$ cat config.mk
export PLATFORM = sky130hd
export DESIGN_NAME = decode_branch_unit
export DESIGN_NICKNAME = d
export VERILOG_FILES = /design/src/rtl/decode_pkg.sv /design/src/rtl/branch_target_calc.sv /design/src/rtl/decode_branch_unit.sv
export SDC_FILE = /design/constraint.sdc
export NUM_CORES = 1
export LEC_CHECK = 0
export ABC_CLOCK_PERIOD_IN_PS = 7500
export CAP_MARGIN = 25
export CORE_AREA = 8 8 113 115
export DETAILED_ROUTE_END_ITERATION = 6
export DIE_AREA = 0 0 121 123
export DONT_BUFFER_PORTS = 1
export PLACE_DENSITY = 0.68
export SLEW_MARGIN = 20
export SYNTH_ARGS = -nofsm -noshare
export SYNTH_HDL_FRONTEND = slang
export SYNTH_SLANG_ARGS = --single-unit
$ cat constraint.sdc
create_clock -name clock -period 7.5 [get_ports clock]
set_input_delay 1.5 -clock clock [delete_from_list [all_inputs] [get_ports clock]]
set_output_delay 1.5 -clock clock [all_outputs]
set_load 0.005 [all_outputs]
$ cat src/rtl/decode_pkg.sv
// Shared decode constants, FSM states and the ID/EX bundle.
// Used by decode_branch_unit and branch_target_calc.
package decode_pkg;

  localparam logic [5:0] OP_SPECIAL = 6'b000000;
  localparam logic [5:0] OP_J       = 6'b000010;
  localparam logic [5:0] OP_JAL     = 6'b000011;
  localparam logic [5:0] OP_BEQ     = 6'b000100;
  localparam logic [5:0] OP_BNE     = 6'b000101;

  localparam logic [5:0] FN_JR      = 6'b001000;
  localparam logic [5:0] FN_SYSCALL = 6'b001100;

  localparam logic [1:0] SELPC_REL = 2'b00;
  localparam logic [1:0] SELPC_REG = 2'b01;
  localparam logic [1:0] SELPC_IDX = 2'b10;
  localparam logic [1:0] SELPC_EXC = 2'b11;

  typedef enum logic [1:0] {
    RUN,
    SQUASH,
    EXC_WAIT
  } state_t;

  typedef enum logic [2:0] {
    BR_NONE,
    BR_BEQ,
    BR_BNE,
    BR_JMP,
    BR_JR,
    BR_SYS
  } br_t;

  typedef struct packed {
    logic [31:0] instruc;
    logic [31:0] nextpc;
    logic        valid;
  } id_ex_t;

  function automatic br_t br_class(
    input logic [31:0] instr
  );
    logic [5:0] op;
    logic [5:0] fn;
    op = instr[31:26];
    fn = instr[5:0];
    br_class = BR_NONE;
    unique case (1'b1)
      (op == OP_BEQ): br_class = BR_BEQ;
      (op == OP_BNE): br_class = BR_BNE;
      (op == OP_J),
      (op == OP_JAL): br_class = BR_JMP;
      (op == OP_SPECIAL && fn == FN_JR):
        br_class = BR_JR;
      (op == OP_SPECIAL && fn == FN_SYSCALL):
        br_class = BR_SYS;
      default: br_class = BR_NONE;
    endcase
  endfunction

endpackage

$ cat src/rtl/branch_target_calc.sv
// Combinational branch/jump target and taken evaluation.
// Pure datapath, no state.
module branch_target_calc
  import decode_pkg::*;
(
  input  logic [31:0] instr,
  input  logic [31:0] nextpc,
  input  logic [31:0] rs_data,
  input  logic [31:0] rt_data,
  output logic [31:0] pcimd2ext,
  output logic [31:0] pcindex,
  output logic        taken
);

  br_t cls;

  assign cls = br_class(instr);

  assign pcimd2ext = nextpc +
    {{14{instr[15]}}, instr[15:0], 2'b00};

  assign pcindex = {nextpc[31:28],
                    instr[25:0], 2'b00};

  // branch condition per instruction class
  always_comb begin
    taken = 1'b0;
    unique case (cls)
      BR_BEQ:  taken = (rs_data == rt_data);
      BR_BNE:  taken = (rs_data != rt_data);
      BR_JMP,
      BR_JR,
      BR_SYS:  taken = 1'b1;
      default: taken = 1'b0;
    endcase
  end

endmodule

$ cat src/rtl/decode_branch_unit.sv
// Decode-side branch resolution, fetch redirect and ID/EX latch.
// Define DELAY_SLOT_EN for MIPS delay-slot semantics (no squash).
module decode_branch_unit
  import decode_pkg::*;
#(
  parameter logic [31:0] EXC_VECTOR    = 32'h0000_0040,
  parameter int unsigned SQUASH_CYCLES = 1
) (
  input  logic        clock,
  input  logic        reset,
  input  logic [31:0] if_id_instruc,
  input  logic [31:0] if_id_nextpc,
  output logic [4:0]  rf_rs_addr,
  output logic [4:0]  rf_rt_addr,
  input  logic [31:0] rf_rs_data,
  input  logic [31:0] rf_rt_data,
  input  logic        rs_busy,
  input  logic        rt_busy,
  input  logic        ex_stall,
  output logic        id_stall,
  output logic        id_if_selpcsource,
  output logic [1:0]  id_if_selpctype,
  output logic [31:0] id_if_pcimd2ext,
  output logic [31:0] id_if_pcindex,
  output logic [31:0] id_if_rega,
  output logic [31:0] id_ex_instruc,
  output logic [31:0] id_ex_nextpc,
  output logic        id_ex_valid
);

  if (SQUASH_CYCLES < 1 || SQUASH_CYCLES > 2 ||
      EXC_VECTOR[1:0] != 2'b00) begin : g_bad_param
    $error("decode_branch_unit: bad parameter");
  end

  state_t      state;
  logic [1:0]  cnt;
  id_ex_t      id_ex;
  br_t         cls;
  logic        run;
  logic        need_rs;
  logic        need_rt;
  logic        hazard;
  logic        taken;
  logic        redirect;
  logic [1:0]  sel_type;
  logic [31:0] calc_imd;
  logic [31:0] calc_idx;

  branch_target_calc u_calc (
    .instr     (if_id_instruc),
    .nextpc    (if_id_nextpc),
    .rs_data   (rf_rs_data),
    .rt_data   (rf_rt_data),
    .pcimd2ext (calc_imd),
    .pcindex   (calc_idx),
    .taken     (taken)
  );

  assign cls = br_class(if_id_instruc);
  assign run = (state == RUN);

  // operand needs, hazard and redirect qualification
  always_comb begin
    need_rs  = cls inside {BR_BEQ, BR_BNE, BR_JR};
    need_rt  = cls inside {BR_BEQ, BR_BNE};
    hazard   = reset & run &
               ((need_rs & rs_busy) |
                (need_rt & rt_busy));
    redirect = reset & run & ~hazard &
               ~ex_stall & taken;
  end

  // fetch target kind for the current class
  always_comb begin
    sel_type = SELPC_REL;
    unique case (cls)
      BR_JMP:  sel_type = SELPC_IDX;
      BR_JR:   sel_type = SELPC_REG;
      BR_SYS:  sel_type = SELPC_EXC;
      default: sel_type = SELPC_REL;
    endcase
  end

  assign id_stall          = reset & (hazard | ex_stall);
  assign id_if_selpcsource = redirect;
  assign id_if_selpctype   = redirect ? sel_type : 2'b00;
  assign id_if_pcimd2ext   = reset ? calc_imd : '0;
  assign id_if_pcindex     = reset ? calc_idx : '0;
  assign id_if_rega        = reset ? rf_rs_data : '0;
  assign rf_rs_addr = reset ? if_id_instruc[25:21] : '0;
  assign rf_rt_addr = reset ? if_id_instruc[20:16] : '0;

  assign id_ex_instruc = id_ex.instruc;
  assign id_ex_nextpc  = id_ex.nextpc;
  assign id_ex_valid   = id_ex.valid;

  // squash FSM and ID/EX latch; ex_stall freezes both
  always_ff @(posedge clock) begin
    if (!reset) begin
      state <= RUN;
      cnt   <= '0;
      id_ex <= '0;
    end else if (!ex_stall) begin
      unique case (state)
        RUN: begin
          if (hazard) begin
            id_ex <= '0;
          end else begin
            id_ex.instruc <= if_id_instruc;
            id_ex.nextpc  <= if_id_nextpc;
            id_ex.valid   <= 1'b1;
            if (redirect) begin
              if (cls == BR_SYS) begin
                state <= EXC_WAIT;
              end else begin
`ifdef DELAY_SLOT_EN
                state <= RUN;
`else
                state <= SQUASH;
                cnt   <= SQUASH_CYCLES[1:0];
`endif
              end
            end
          end
        end
        SQUASH: begin
          id_ex <= '0;
          cnt   <= cnt - 2'd1;
          if (cnt <= 2'd1) state <= RUN;
        end
        EXC_WAIT: begin
          id_ex <= '0;
          state <= RUN;
        end
        default: state <= RUN;
      endcase
    end
  end

endmodule
# Yosys cells after proc, flatten, opt, wreduce, memory -nomap -nowiden

Cells that the tools add are included.

Flip-flop bits (word level): 69
Bits of input ports: 133
Logic and storage cells: 73

Add/subtract/negate cells: 2
Magnitude comparators: 1
Eq/ne operators: 19
Multiplexer cells: 20
Bitwise gates (word level): 12
Reduce and logical (&&, ||, !) cells: 14

Operators by type and width:

| cell               | count |
|---|---|
| $pmux 65 s2        | 1 |
| $mux 32            | 3 |
| $mux 65            | 1 |
| $add 32x32->32     | 1 |
| $eq 32x32->1       | 1 |
| $ne 32x32->1       | 1 |
| $mux 2             | 8 |
| $pmux 3 s5         | 1 |
| $eq 6x2->1 const B | 2 |
| $eq 6x3->1 const B | 2 |
| $eq 6x4->1 const B | 2 |
| $mux 5             | 2 |
| $and 1x1->1        | 8 |
| $pmux 2 s2         | 2 |
| $eq 3x2->1 const B | 2 |
| $eq 3x3->1 const B | 2 |
| $logic_not 6->1    | 1 |
| $ne 2x2->1 const B | 3 |
| $pmux 2 s3         | 1 |
| $reduce_bool 2->1  | 3 |
| $reduce_and 5->1   | 1 |
| $reduce_and 4->1   | 1 |
| $reduce_or 2->1    | 2 |
| $eq 3x1->1 const B | 1 |
| other kinds (13)   | 16 |

# Longest topological paths before layout

Gate-level depths: netlist of the first run.

Depth after elaboration: 15
Mapped depth: 10

# Modules after synthesis

A second synthesis of the first run with hierarchy kept.

Cell total of the unflattened synthesis: 620
Area, all modules: 5283.8 um^2

Modules (own cells, without submodules):

| module             | instances | cells each | area an instance (um^2) | sequential area each (um^2) |
|---|---|---|---|---|
| decode_branch_unit | 1         | 321        | 3119.2                  | 1381.3 |
| branch_target_calc | 1         | 299        | 2164.6                  | 0.0 |

# Worst setup path after synthesis of the first run

No wires, ideal clock.

Path type: input-to-output
Start point: input port if_id_instruc[1]
End point: output port id_if_pcimd2ext[31]
Arrival time: 3.673 ns
Slack: 2.327 ns
Stages on the path: 9
Cell sequence: ha_1 a211oi_2 nor2_1 o31a_1 a41o_1 a311oi_4 o31ai_4 a41oi_2 mux2_1

Word-level cells in the longest chain between the ends: 2

Ends and longest elaborated chain:

| element        | RTL line                 | text |
|---|---|---|
| from (decl)    | decode_branch_unit.sv:11 | `input logic [31:0] if_id_instruc,` |
| $add 32x32->32 | branch_target_calc.sv:19 | `assign pcimd2ext = nextpc +` |
| $mux 32        | decode_branch_unit.sv:88 | `assign id_if_pcimd2ext = reset ? calc_imd : '0;` |
| to (decl)      | decode_branch_unit.sv:23 | `output logic [31:0] id_if_pcimd2ext,` |

No other way between the ends.

# Worst setup path in the final report of the first run

Start point: input port if_id_instruc[0]
End point: output port id_if_pcimd2ext[30]

Same word-level chain as after synthesis.

==> results_tabular.tex, run 1 <==
\begin{tabular}{lr}
\hline
Metric & Value \\
\hline
\multicolumn{2}{l}{\textbf{Run status}} \\
\quad Run status & finished clean \\
\multicolumn{2}{l}{\textbf{Place}} \\
\quad Port Buffer Count & 0 \\
\quad Routability Congestion & 0.897 \\
\quad Worst slack at placement & 1870 ps \\
\quad Detailed-placement wirelength estimate & 12.5 mm \\
\multicolumn{2}{l}{\textbf{Min path}} \\
\quad Min-delay worst type & register to register \\
\quad Cells on Worst Hold Path & 2 \\
\quad Worst hold path startpoint & cnt[1] \\
\quad Hold endpoint & cnt[1] \\
\multicolumn{2}{l}{\textbf{Worst setup path}} \\
\quad Critical register-to-register path endpoint & id\_ex\_nextpc[27] \\
\quad R2R setup slack & 4280 ps \\
\quad Crit path required time & 6000 ps \\
\quad Setup crit start kind & input pin \\
\quad Critical Path Fanout Max & 4 \\
\quad Endpoint class of the critical path & output port \\
\quad Data arrival, critical path & 4140 ps \\
\quad Origin of the critical flop-to-flop path & state[0] \\
\quad WS Path Type & input pin to output port \\
\quad Count of cells along the worst register-to-register path & 7 \\
\multicolumn{2}{l}{\textbf{Timing}} \\
\quad Min Tclk post-route & 5640 ps \\
\quad Hold violation total from the final report & 0 \\
\quad Worst-Margin Slew & 809 ps \\
\quad Setup-violating endpoint count in the final report & 0 \\
\quad Worst clock skew & 5.85 ps \\
\quad Final-report max-slew violation count & 0 \\
\quad Max-Slew Margin vs Limit & 46.1\% \\
\quad Setup repair after global routing missed its margin & false \\
\quad Final Cycle Share & 75.2\% \\
\quad Fmax & 0.177 GHz \\
\quad Total negative slack & 0 ps \\
\quad Setup WS post-layout & 1860 ps \\
\multicolumn{2}{l}{\textbf{Clocking}} \\
\quad Count of hold-fix buffers inserted at cts & 0 \\
\quad Sinks on the clock net & 69 \\
\quad Clock slew at the register clock pins of the worst setup and hold paths & 60 ps \\
\quad TritonCTS clock tree & built \\
\quad Clock tree root driver cell & clkbuf\_16 \\
\quad Post-CTS setup repair buffer count & 0 \\
\quad Insertion delay of the later-clocked pin in the worst-skew pair & 330 ps \\
\quad Number of gates resized after CTS & 0 \\
\quad Total clock buffers created by CTS & 9 \\
\quad Buffers from clock root to sink, at most & 2 \\
\quad Htree depth & 3 \\
\multicolumn{2}{l}{\textbf{Cells and area}} \\
\quad Most common cell after layout, fill and taps aside & and2\_1 \\
\quad Share of cells above drive strength 1 & 5.64\% \\
\quad Commonest cells after routing, fill and taps aside & and2\_1 (72), dfxtp\_1 (69), a22o\_1 (64) \\
\quad Net count of the finished layout & 694 \\
\quad Area Growth Syn to Fin & 6.63\% \\
\quad \# diodes & 0 \\
\multicolumn{2}{l}{\textbf{Die}} \\
\quad Placeable core region & 11100 µm² \\
\quad Number of placed I/O pins & 308 \\
\quad Die Footprint & 14900 µm² \\
\quad Standard-cell row count & 39 \\
\quad Effective utilization at floorplan & 43.3\% \\
\quad Die width & 121 µm \\
\quad Die height & 123 µm \\
\multicolumn{2}{l}{\textbf{Yosys}} \\
\quad Share of synthesized area occupied by flip-flops and latches & 28.8\% \\
\quad Synth Instances & 554 \\
\quad Unique cell type count in the Yosys netlist & 59 \\
\quad Yosys reg bits & 69 \\
\quad Most used DFF post-synth & dfxtp\_1 \\
\quad Number of flops mapped to enable cells by yosys & 0 \\
\quad Ys async rst share & 0\% \\
\quad Average size of a mapped cell & 8.66 µm² \\
\quad Post-synth design cell area & 4800 µm² \\
\quad Total number of yosys warnings & 0 \\
\multicolumn{2}{l}{\textbf{Drt}} \\
\quad Starting DRC count in detailed routing & 238 \\
\quad Post-detailed-route count of antenna-violating nets & 0 \\
\quad DR vias/cell & 6.04 \\
\quad Average wire per standard cell & 23.1 µm \\
\quad First-pass DRT Iterations & 4 \\
\quad \# DRC & 0 \\
\quad Total wirelength of the detailed-routed design & 15.6 mm \\
\quad Total vias in the final route & 4076 \\
\multicolumn{2}{l}{\textbf{Power}} \\
\quad Leak Pwr & 2.11 nW \\
\quad P per Cell Area & 208 nW/µm² \\
\quad IR Drop Worst-Case VDD & 0.194 mV \\
\multicolumn{2}{l}{\textbf{Global routing}} \\
\quad Vias in the first global route & 4030 \\
\quad Initial antenna violation count & 0 \\
\quad GRT Overall Usage & 19.7\% \\
\quad Global route total overflow & 0 \\
\quad Largest net degree at the start of global routing & 82 \\
\quad Global-route wire length before repair & 23.3 mm \\
\multicolumn{2}{l}{\textbf{Run}} \\
\quad \# Max-Cap Violations & 0 \\
\hline
\end{tabular}
critical path: stages:
cell and delay (ps):
ha_1 200, fa_1 240, a21oi_1 100, o2111ai_1 460, a211oi_2 200, o41a_1 500, o21ai_1 250, nand2_1 100
a21oi_1 210, mux2i_1 370
registers in the layout, indices dropped and copies added, names as in the netlist:
| name | flops |
|---|---|
| state | 2 |
| id_ex_instruc | 32 |
| id_ex_valid | 1 |
| cnt | 2 |
| id_ex_nextpc | 32 |
worst max-delay path by stage:
stage,start,end,slack [ps],cells after the start
2_1_floorplan,if_id_instruc[1],id_if_pcimd2ext[31],2330,9
3_3_place_gp,if_id_instruc[0],id_if_pcimd2ext[30],1930,10
3_5_place_dp,if_id_instruc[0],id_if_pcimd2ext[30],1870,10
4_1_cts,if_id_instruc[0],id_if_pcimd2ext[30],1840,10
5_1_grt,if_id_instruc[0],id_if_pcimd2ext[30],1660,10
6_report,if_id_instruc[0],id_if_pcimd2ext[30],1860,10
cells in the mapped netlist (4+ instances only):
master,n,share of area [%]
xnor2_1,15,2.7
and2_1,72,9.4
nand2b_1,4,0.52
o21a_1,4,0.63
nor3_1,5,0.52
xor2_1,38,6.9
a21o_1,12,1.9
dfxtp_1,69,29
clkbuf_1,24,1.9
and3_1,4,0.52
o21bai_1,5,0.78
buf_4,12,1.9
nand4_1,6,0.78
or3_1,4,0.52
a21oi_1,27,2.8
buf_2,5,0.52
ha_1,33,8.6
nor4_1,9,1.2
nor2_1,37,2.9
o21ai_0,13,1.4
nand3_1,14,1.5
inv_1,11,0.86
nand2_1,19,1.5
a22o_1,64,12
power breakdown:
| group | internal [mW] | leakage (nW) | switching [mW] |
|---|---|---|---|
| Sequential | 0.388 | 0.569 | 0.0182 |
| Combinational | 0.0973 | 1.40 | 0.131 |
| Clock | 0.258 | 0.146 | 0.169 |
| Total | 0.744 | 2.11 | 0.318 |
metrics by stage:
step,instance area (µm²),total power [mW],util (%),std cells,hold slack [ps]
finish,5110,1.06,46.2,675,481
global route,5110,1.12,46.2,675,507
CTS,5110,1.07,46.2,675,485
detailed placement,4820,0.642,43.5,659,476
global placement,4810,0.638,43.4,659,460
floorplan,4800,0.600,-,555,448
cells by family (layout without fill, tap and decap cells):
family | count (synthesis) | after routing | share of synthesized area (%)
AOI/OAI and AO/OA | 157 | 157 | 25.6
DFF | 69 | 69 | 28.8
xor gates and xnor gates | 53 | 53 | 9.68
buffers and inverters | 53 | 30 | 5.22
and+or+nand+nor | 182 | 182 | 20.6
adders and majority gates | 34 | 34 | 9.02
muxes | 5 | 5 | 1.10
other | 1 | 2 | 0.0782
routing by layer:
| layer | vias to the layer above | wire length, µm | GRT usage, % |
|---|---|---|---|
| li1 | 1941 | - | - |
| met1 | 1938 | 6470 | 24.1 |
| met2 | 188 | 7280 | 31.2 |
| met3 | 9 | 1750 | 8.49 |
| met4 | 0 | 120 | 4.68 |
| met5 | - | 0 | 0 |
final cells by class:
class | instances | area (µm²)
Timing Repair Buffer | 3 | 22.5
Clock buffer | 9 | 225
Clock inverter | 7 | 73.8
Inverter | 11 | 41.3
Fill cell | 1046 | 5960
Sequential cell | 69 | 1380
Tap cell | 143 | 179
Multi-Input combinational cell | 433 | 3190
Note: power is estimated with default switching activity, not from simulation.
==> inputs of run 2 (changes only) <==
--- a/config.mk
+++ b/config.mk
@@ -5,7 +5,7 @@
 export SDC_FILE = /design/constraint.sdc
 export NUM_CORES = 1
 export LEC_CHECK = 0
-export ABC_CLOCK_PERIOD_IN_PS = 7500
+export ABC_CLOCK_PERIOD_IN_PS = 5300
 export CAP_MARGIN = 25
 export CORE_AREA = 8 8 113 115
 export DETAILED_ROUTE_END_ITERATION = 6
==> constraint.sdc (replaced) <==
create_clock -name clock -period 5.3 [get_ports clock]
set_input_delay 1.06 -clock clock [delete_from_list [all_inputs] [get_ports clock]]
set_output_delay 1.06 -clock clock [all_outputs]
set_load 0.005 [all_outputs]
==> run 2 against run 1 <==
Net effect:
- design area is the same
- core utilization is the same
- cell count is the same
- setup slack lost 1300 ps
- global-route usage shrank 0.17 points
- first-iteration DRC count shrank 8.8%
- combinational power grew 41%
- routed wire length is essentially flat
- die area is the same
- clock power grew 42%
- register-to-register slack lost 2100 ps
- critical path type unchanged
- critical path depth is the same
==> results_tabular.tex, run 2 (synthesis gave the netlist of run 1 again) <==
\begin{tabular}{lr}
\hline
Metric & Value \\
\hline
\multicolumn{2}{l}{\textbf{Power}} \\
\quad PnR Total Power & 1.50 mW \\
\quad Leak Pwr & 2.11 nW \\
\quad IR Drop Worst-Case VDD & 0.177 mV \\
\quad P per Cell Area & 294 nW/µm² \\
\multicolumn{2}{l}{\textbf{Die}} \\
\quad Standard-cell row count & 39 \\
\quad Effective utilization at floorplan & 43.3\% \\
\quad Placeable core region & 11100 µm² \\
\quad Die height & 123 µm \\
\quad Die width & 121 µm \\
\quad Number of placed I/O pins & 308 \\
\quad Die Footprint & 14900 µm² \\
\multicolumn{2}{l}{\textbf{Place}} \\
\quad Placed Area & 4820 µm² \\
\quad Port Buffer Count & 0 \\
\quad Routability Congestion & 0.897 \\
\quad Detailed-placement wirelength estimate & 12.6 mm \\
\multicolumn{2}{l}{\textbf{Clocking}} \\
\quad Buffers from clock root to sink, at most & 2 \\
\quad Clock slew at the register clock pins of the worst setup and hold paths & 60 ps \\
\quad Clock tree root driver cell & clkbuf\_16 \\
\quad Post-CTS setup repair buffer count & 0 \\
\quad Count of hold-fix buffers inserted at cts & 0 \\
\quad Htree depth & 3 \\
\quad Sinks on the clock net & 69 \\
\quad Number of gates resized after CTS & 0 \\
\quad Insertion delay of the later-clocked pin in the worst-skew pair & 340 ps \\
\quad TritonCTS clock tree & built \\
\quad Total clock buffers created by CTS & 9 \\
\multicolumn{2}{l}{\textbf{Drt}} \\
\quad \# DRC & 0 \\
\quad Starting DRC count in detailed routing & 217 \\
\quad First-pass DRT Iterations & 4 \\
\quad Post-detailed-route count of antenna-violating nets & 0 \\
\quad Average wire per standard cell & 23.1 µm \\
\quad DR vias/cell & 6.07 \\
\quad Total vias in the final route & 4095 \\
\quad Total wirelength of the detailed-routed design & 15.6 mm \\
\multicolumn{2}{l}{\textbf{Min path}} \\
\quad Min-delay worst type & register to register \\
\multicolumn{2}{l}{\textbf{Cells and area}} \\
\quad Net count of the finished layout & 694 \\
\quad Commonest cells after routing, fill and taps aside & and2\_1 (72), dfxtp\_1 (69), a22o\_1 (64) \\
\quad Share of cells above drive strength 1 & 5.64\% \\
\quad Fin area & 5110 µm² \\
\quad Most common cell after layout, fill and taps aside & and2\_1 \\
\quad Number of fill cells & 1041 \\
\quad \# diodes & 0 \\
\quad Area Growth Syn to Fin & 6.63\% \\
\multicolumn{2}{l}{\textbf{Timing}} \\
\quad Final-report max-slew violation count & 0 \\
\quad Min Tclk post-route & 4730 ps \\
\quad Total negative slack & 0 ps \\
\quad Hold violation total from the final report & 0 \\
\quad Max-Slew Margin vs Limit & 50.0\% \\
\quad Worst-Margin Slew & 750 ps \\
\quad Setup-violating endpoint count in the final report & 0 \\
\quad Final hold slack & 496 ps \\
\quad Setup repair after global routing missed its margin & false \\
\quad Fmax & 0.211 GHz \\
\quad Worst clock skew & 7.78 ps \\
\quad Final Cycle Share & 89.3\% \\
\multicolumn{2}{l}{\textbf{Worst setup path}} \\
\quad Critical Path Fanout Max & 4 \\
\quad Endpoint class of the critical path & output port \\
\quad Data arrival, critical path & 3670 ps \\
\quad Setup crit start kind & input pin \\
\quad WS Path Type & input pin to output port \\
\quad Crit path required time & 4240 ps \\
\multicolumn{2}{l}{\textbf{Global routing}} \\
\quad Global-route wire length before repair & 23.1 mm \\
\quad Global route total overflow & 0 \\
\quad Vias in the first global route & 4073 \\
\quad Largest net degree at the start of global routing & 82 \\
\quad GRT Overall Usage & 19.5\% \\
\quad Initial antenna violation count & 0 \\
\multicolumn{2}{l}{\textbf{Run}} \\
\quad \# Max-Cap Violations & 0 \\
\multicolumn{2}{l}{\textbf{Run status}} \\
\quad Run status & finished clean \\
\hline
\end{tabular}
==> run 2: cell counts in the layout (fill, tap and decap cells not counted) <==
Identical to the previous run, type by type.
==> run 2: path summary, 6_finish.rpt <==
kind	start	to	slack, ps	cells past startpoint
setup / recovery	if_id_instruc[0]	id_if_pcimd2ext[30]	570	10
hold / removal	cnt[1]	cnt[1]	500	2
setup reg to reg	state[0]	id_ex_nextpc[26]	2150	7
hold reg to reg	cnt[1]	cnt[1]	500	2
==> run 2: critical path: stages <==
cell       delay, ps
ha_1             200
fa_1             230
a21oi_1           90
o2111ai_1        430
a211oi_2         190
o41a_1           500
o21ai_1          240
nand2_1          100
a21oi_1          220
mux2i_1          400
==> run 2: per-layer routing <==
layer  vias up  GRT usage [%]  wire length, µm
li1       1943              -                -
met1      1963           23.2             6270
met2       178           31.8             7460
met3        11           8.49             1770
met4         0           4.29              109
met5         -              0                0
==> run 2: power breakdown <==
part	internal, mW	switching (mW)	leakage (nW)	total (mW)
logic	0.138	0.184	1.40	0.322
registers	0.549	0.0261	0.569	0.575
clock network	0.366	0.240	0.146	0.606
total	1.05	0.451	2.11	1.50
==> run 2: final cells by class <==
cell class	count	area, µm²	area share (%)
Clock buffer	9	225	4.40
Clock inverter	7	73.8	1.44
Inverter	11	41.3	0.807
Multi-Input combinational cell	433	3190	62.4
Sequential cell	69	1380	27.0
Tap cell	143	179	3.50
Timing Repair Buffer	3	22.5	0.440
==> run 2: metrics by stage <==
stage	cells	setup slack, ps	util [%]
finish	675	567	46.2
global route	675	275	46.2
CTS	675	530	46.2
detailed placement	659	560	43.5
global placement	659	614	43.4
floorplan	555	1010	-
==> inputs of run 3 (changes only) <==
--- a/config.mk
+++ b/config.mk
@@ -12,7 +12,6 @@
 export DIE_AREA = 0 0 121 123
 export DONT_BUFFER_PORTS = 1
 export PLACE_DENSITY = 0.68
-export SLEW_MARGIN = 20
 export SYNTH_ARGS = -nofsm -noshare
 export SYNTH_HDL_FRONTEND = slang
 export SYNTH_SLANG_ARGS = --single-unit
==> run 3 against run 2 <==
Net effect:
- clock skew increased by 2.0 ps
- global-route usage is 0.18 points lower
- via count fell by 0.51%
- critical path type unchanged
- sequential share of layout area is 0.21 points lower
==> results_tabular.tex, run 3 (synthesis gave the netlist of run 1 again) <==
\begin{tabular}{lr}
\hline
Metric & Value \\
\hline
\multicolumn{2}{l}{\textbf{Run status}} \\
\quad Run status & finished clean \\
\multicolumn{2}{l}{\textbf{Clocking}} \\
\quad Insertion delay of the later-clocked pin in the worst-skew pair & 330 ps \\
\quad Number of gates resized after CTS & 0 \\
\quad Htree depth & 3 \\
\quad Total clock buffers created by CTS & 9 \\
\quad TritonCTS clock tree & built \\
\quad Sinks on the clock net & 69 \\
\quad Clock tree root driver cell & clkbuf\_16 \\
\quad Post-CTS setup repair buffer count & 0 \\
\quad Buffers from clock root to sink, at most & 2 \\
\quad Clock slew at the register clock pins of the worst setup and hold paths & 60 ps \\
\quad Count of hold-fix buffers inserted at cts & 0 \\
\multicolumn{2}{l}{\textbf{Timing}} \\
\quad Hold violation total from the final report & 0 \\
\quad Total negative slack & 0 ps \\
\quad Worst clock skew & 9.74 ps \\
\quad Fmax & 0.211 GHz \\
\quad Setup repair after global routing missed its margin & false \\
\quad Min Tclk post-route & 4750 ps \\
\quad Final hold slack & 494 ps \\
\quad Final-report max-slew violation count & 0 \\
\quad Worst-Margin Slew & 731 ps \\
\quad Max-Slew Margin vs Limit & 51.3\% \\
\quad Setup-violating endpoint count in the final report & 0 \\
\quad Final Cycle Share & 89.6\% \\
\multicolumn{2}{l}{\textbf{Run}} \\
\quad \# Max-Cap Violations & 0 \\
\multicolumn{2}{l}{\textbf{Place}} \\
\quad Routability Congestion & 0.897 \\
\quad Placed Area & 4820 µm² \\
\quad Detailed-placement wirelength estimate & 12.6 mm \\
\quad Port Buffer Count & 0 \\
\multicolumn{2}{l}{\textbf{Global routing}} \\
\quad Initial antenna violation count & 0 \\
\quad GRT Overall Usage & 19.3\% \\
\quad Vias in the first global route & 4130 \\
\quad Global-route wire length before repair & 23.1 mm \\
\quad Largest net degree at the start of global routing & 82 \\
\quad Global route total overflow & 0 \\
\multicolumn{2}{l}{\textbf{Die}} \\
\quad Number of placed I/O pins & 308 \\
\quad Die height & 123 µm \\
\quad Die Footprint & 14900 µm² \\
\quad Die width & 121 µm \\
\quad Effective utilization at floorplan & 43.3\% \\
\quad Placeable core region & 11100 µm² \\
\quad Standard-cell row count & 39 \\
\multicolumn{2}{l}{\textbf{Drt}} \\
\quad \# DRC & 0 \\
\quad Total wirelength of the detailed-routed design & 15.6 mm \\
\quad DR vias/cell & 6.03 \\
\quad First-pass DRT Iterations & 5 \\
\quad Average wire per standard cell & 23.1 µm \\
\quad Total vias in the final route & 4074 \\
\quad Starting DRC count in detailed routing & 179 \\
\quad Post-detailed-route count of antenna-violating nets & 0 \\
\multicolumn{2}{l}{\textbf{Cells and area}} \\
\quad Most common cell after layout, fill and taps aside & and2\_1 \\
\quad Number of fill cells & 1074 \\
\quad Net count of the finished layout & 695 \\
\quad Share of cells above drive strength 1 & 5.82\% \\
\quad Fin area & 5150 µm² \\
\quad Area Growth Syn to Fin & 7.46\% \\
\quad Seq. cell area & 1380 µm² \\
\quad Commonest cells after routing, fill and taps aside & and2\_1 (72), dfxtp\_1 (69), a22o\_1 (64) \\
\quad \# diodes & 0 \\
\quad Post-route core utilization & 46.5\% \\
\quad Multi-input combinational cell area & 3180 µm² \\
\multicolumn{2}{l}{\textbf{Power}} \\
\quad IR Drop Worst-Case VDD & 0.174 mV \\
\quad P per Cell Area & 305 nW/µm² \\
\quad Leak Pwr & 2.13 nW \\
\multicolumn{2}{l}{\textbf{Worst setup path}} \\
\quad Data arrival, critical path & 3690 ps \\
\quad Setup crit start kind & input pin \\
\quad Largest stage delay on the critical path & 490 ps \\
\quad Endpoint class of the critical path & output port \\
\quad Crit path required time & 4240 ps \\
\quad Critical Path, Cell by Cell & ha\_1 > fa\_1 > a21oi\_1 > o2111ai\_1 > a211oi\_2 > o41a\_1 > o21ai\_1 > nand2\_1 > a21oi\_1 > mux2i\_1 \\
\quad Crit path max-delay cell type & o41a\_1 \\
\quad Cell repeated most along the worst path & a21oi\_1 \\
\quad WS Path Type & input pin to output port \\
\quad Critical Path Fanout Max & 4 \\
\multicolumn{2}{l}{\textbf{Min path}} \\
\quad Min-delay worst type & register to register \\
\hline
\end{tabular}
run 3: final timing paths:
path	startpoint	to	slack, ps	depth (start not counted)
worst max-delay path	if_id_instruc[0]	id_if_pcimd2ext[30]	550	10
worst max register to register	state[0]	id_ex_nextpc[26]	2240	7
worst min-delay path	cnt[1]	cnt[1]	490	2
worst min register to register	cnt[1]	cnt[1]	490	2
run 3: critical path, delay by kind of cell:
kind                     cells  cell delay, ps
AND/OR/NAND/NOR              1             110
adder cells (fa/ha/maj)      2             440
multiplexers                 1             380
AO/OA/AOI/OAI                6            1690
run 3: area by class of cell:
| cell class | count | share of cell area, % |
|---|---|---|
| multi-input combinational | 433 | 61.7 |
| sequential | 69 | 26.8 |
| tap | 143 | 3.47 |
| clock inverter | 6 | 1.82 |
| timing repair buffer | 4 | 0.728 |
| inverter | 11 | 0.801 |
| clock buffer | 10 | 4.64 |
run 3: stage by stage:
step           power (mW)  worst slack [ps]  cells
2_1_floorplan       0.849              1010    555
3_3_place_gp        0.903               614    659
3_5_place_dp        0.909               547    660
4_1_cts              1.59               511    676
5_1_grt              1.65               273    676
6_report             1.57               551    676
run 3: where the power goes:
part	switching, mW	internal [mW]
Combinational	0.184	0.139
Clock	0.244	0.428
Sequential	0.0260	0.549
run 3: per-layer routing:
metal	GRT usage, %	wire [µm]	vias to the layer above
met1	23.0	6270	1937
met2	32.0	7440	179
met4	3.12	79	0
met5	0	0	-
met3	8.54	1810	8
li1	-	-	1950
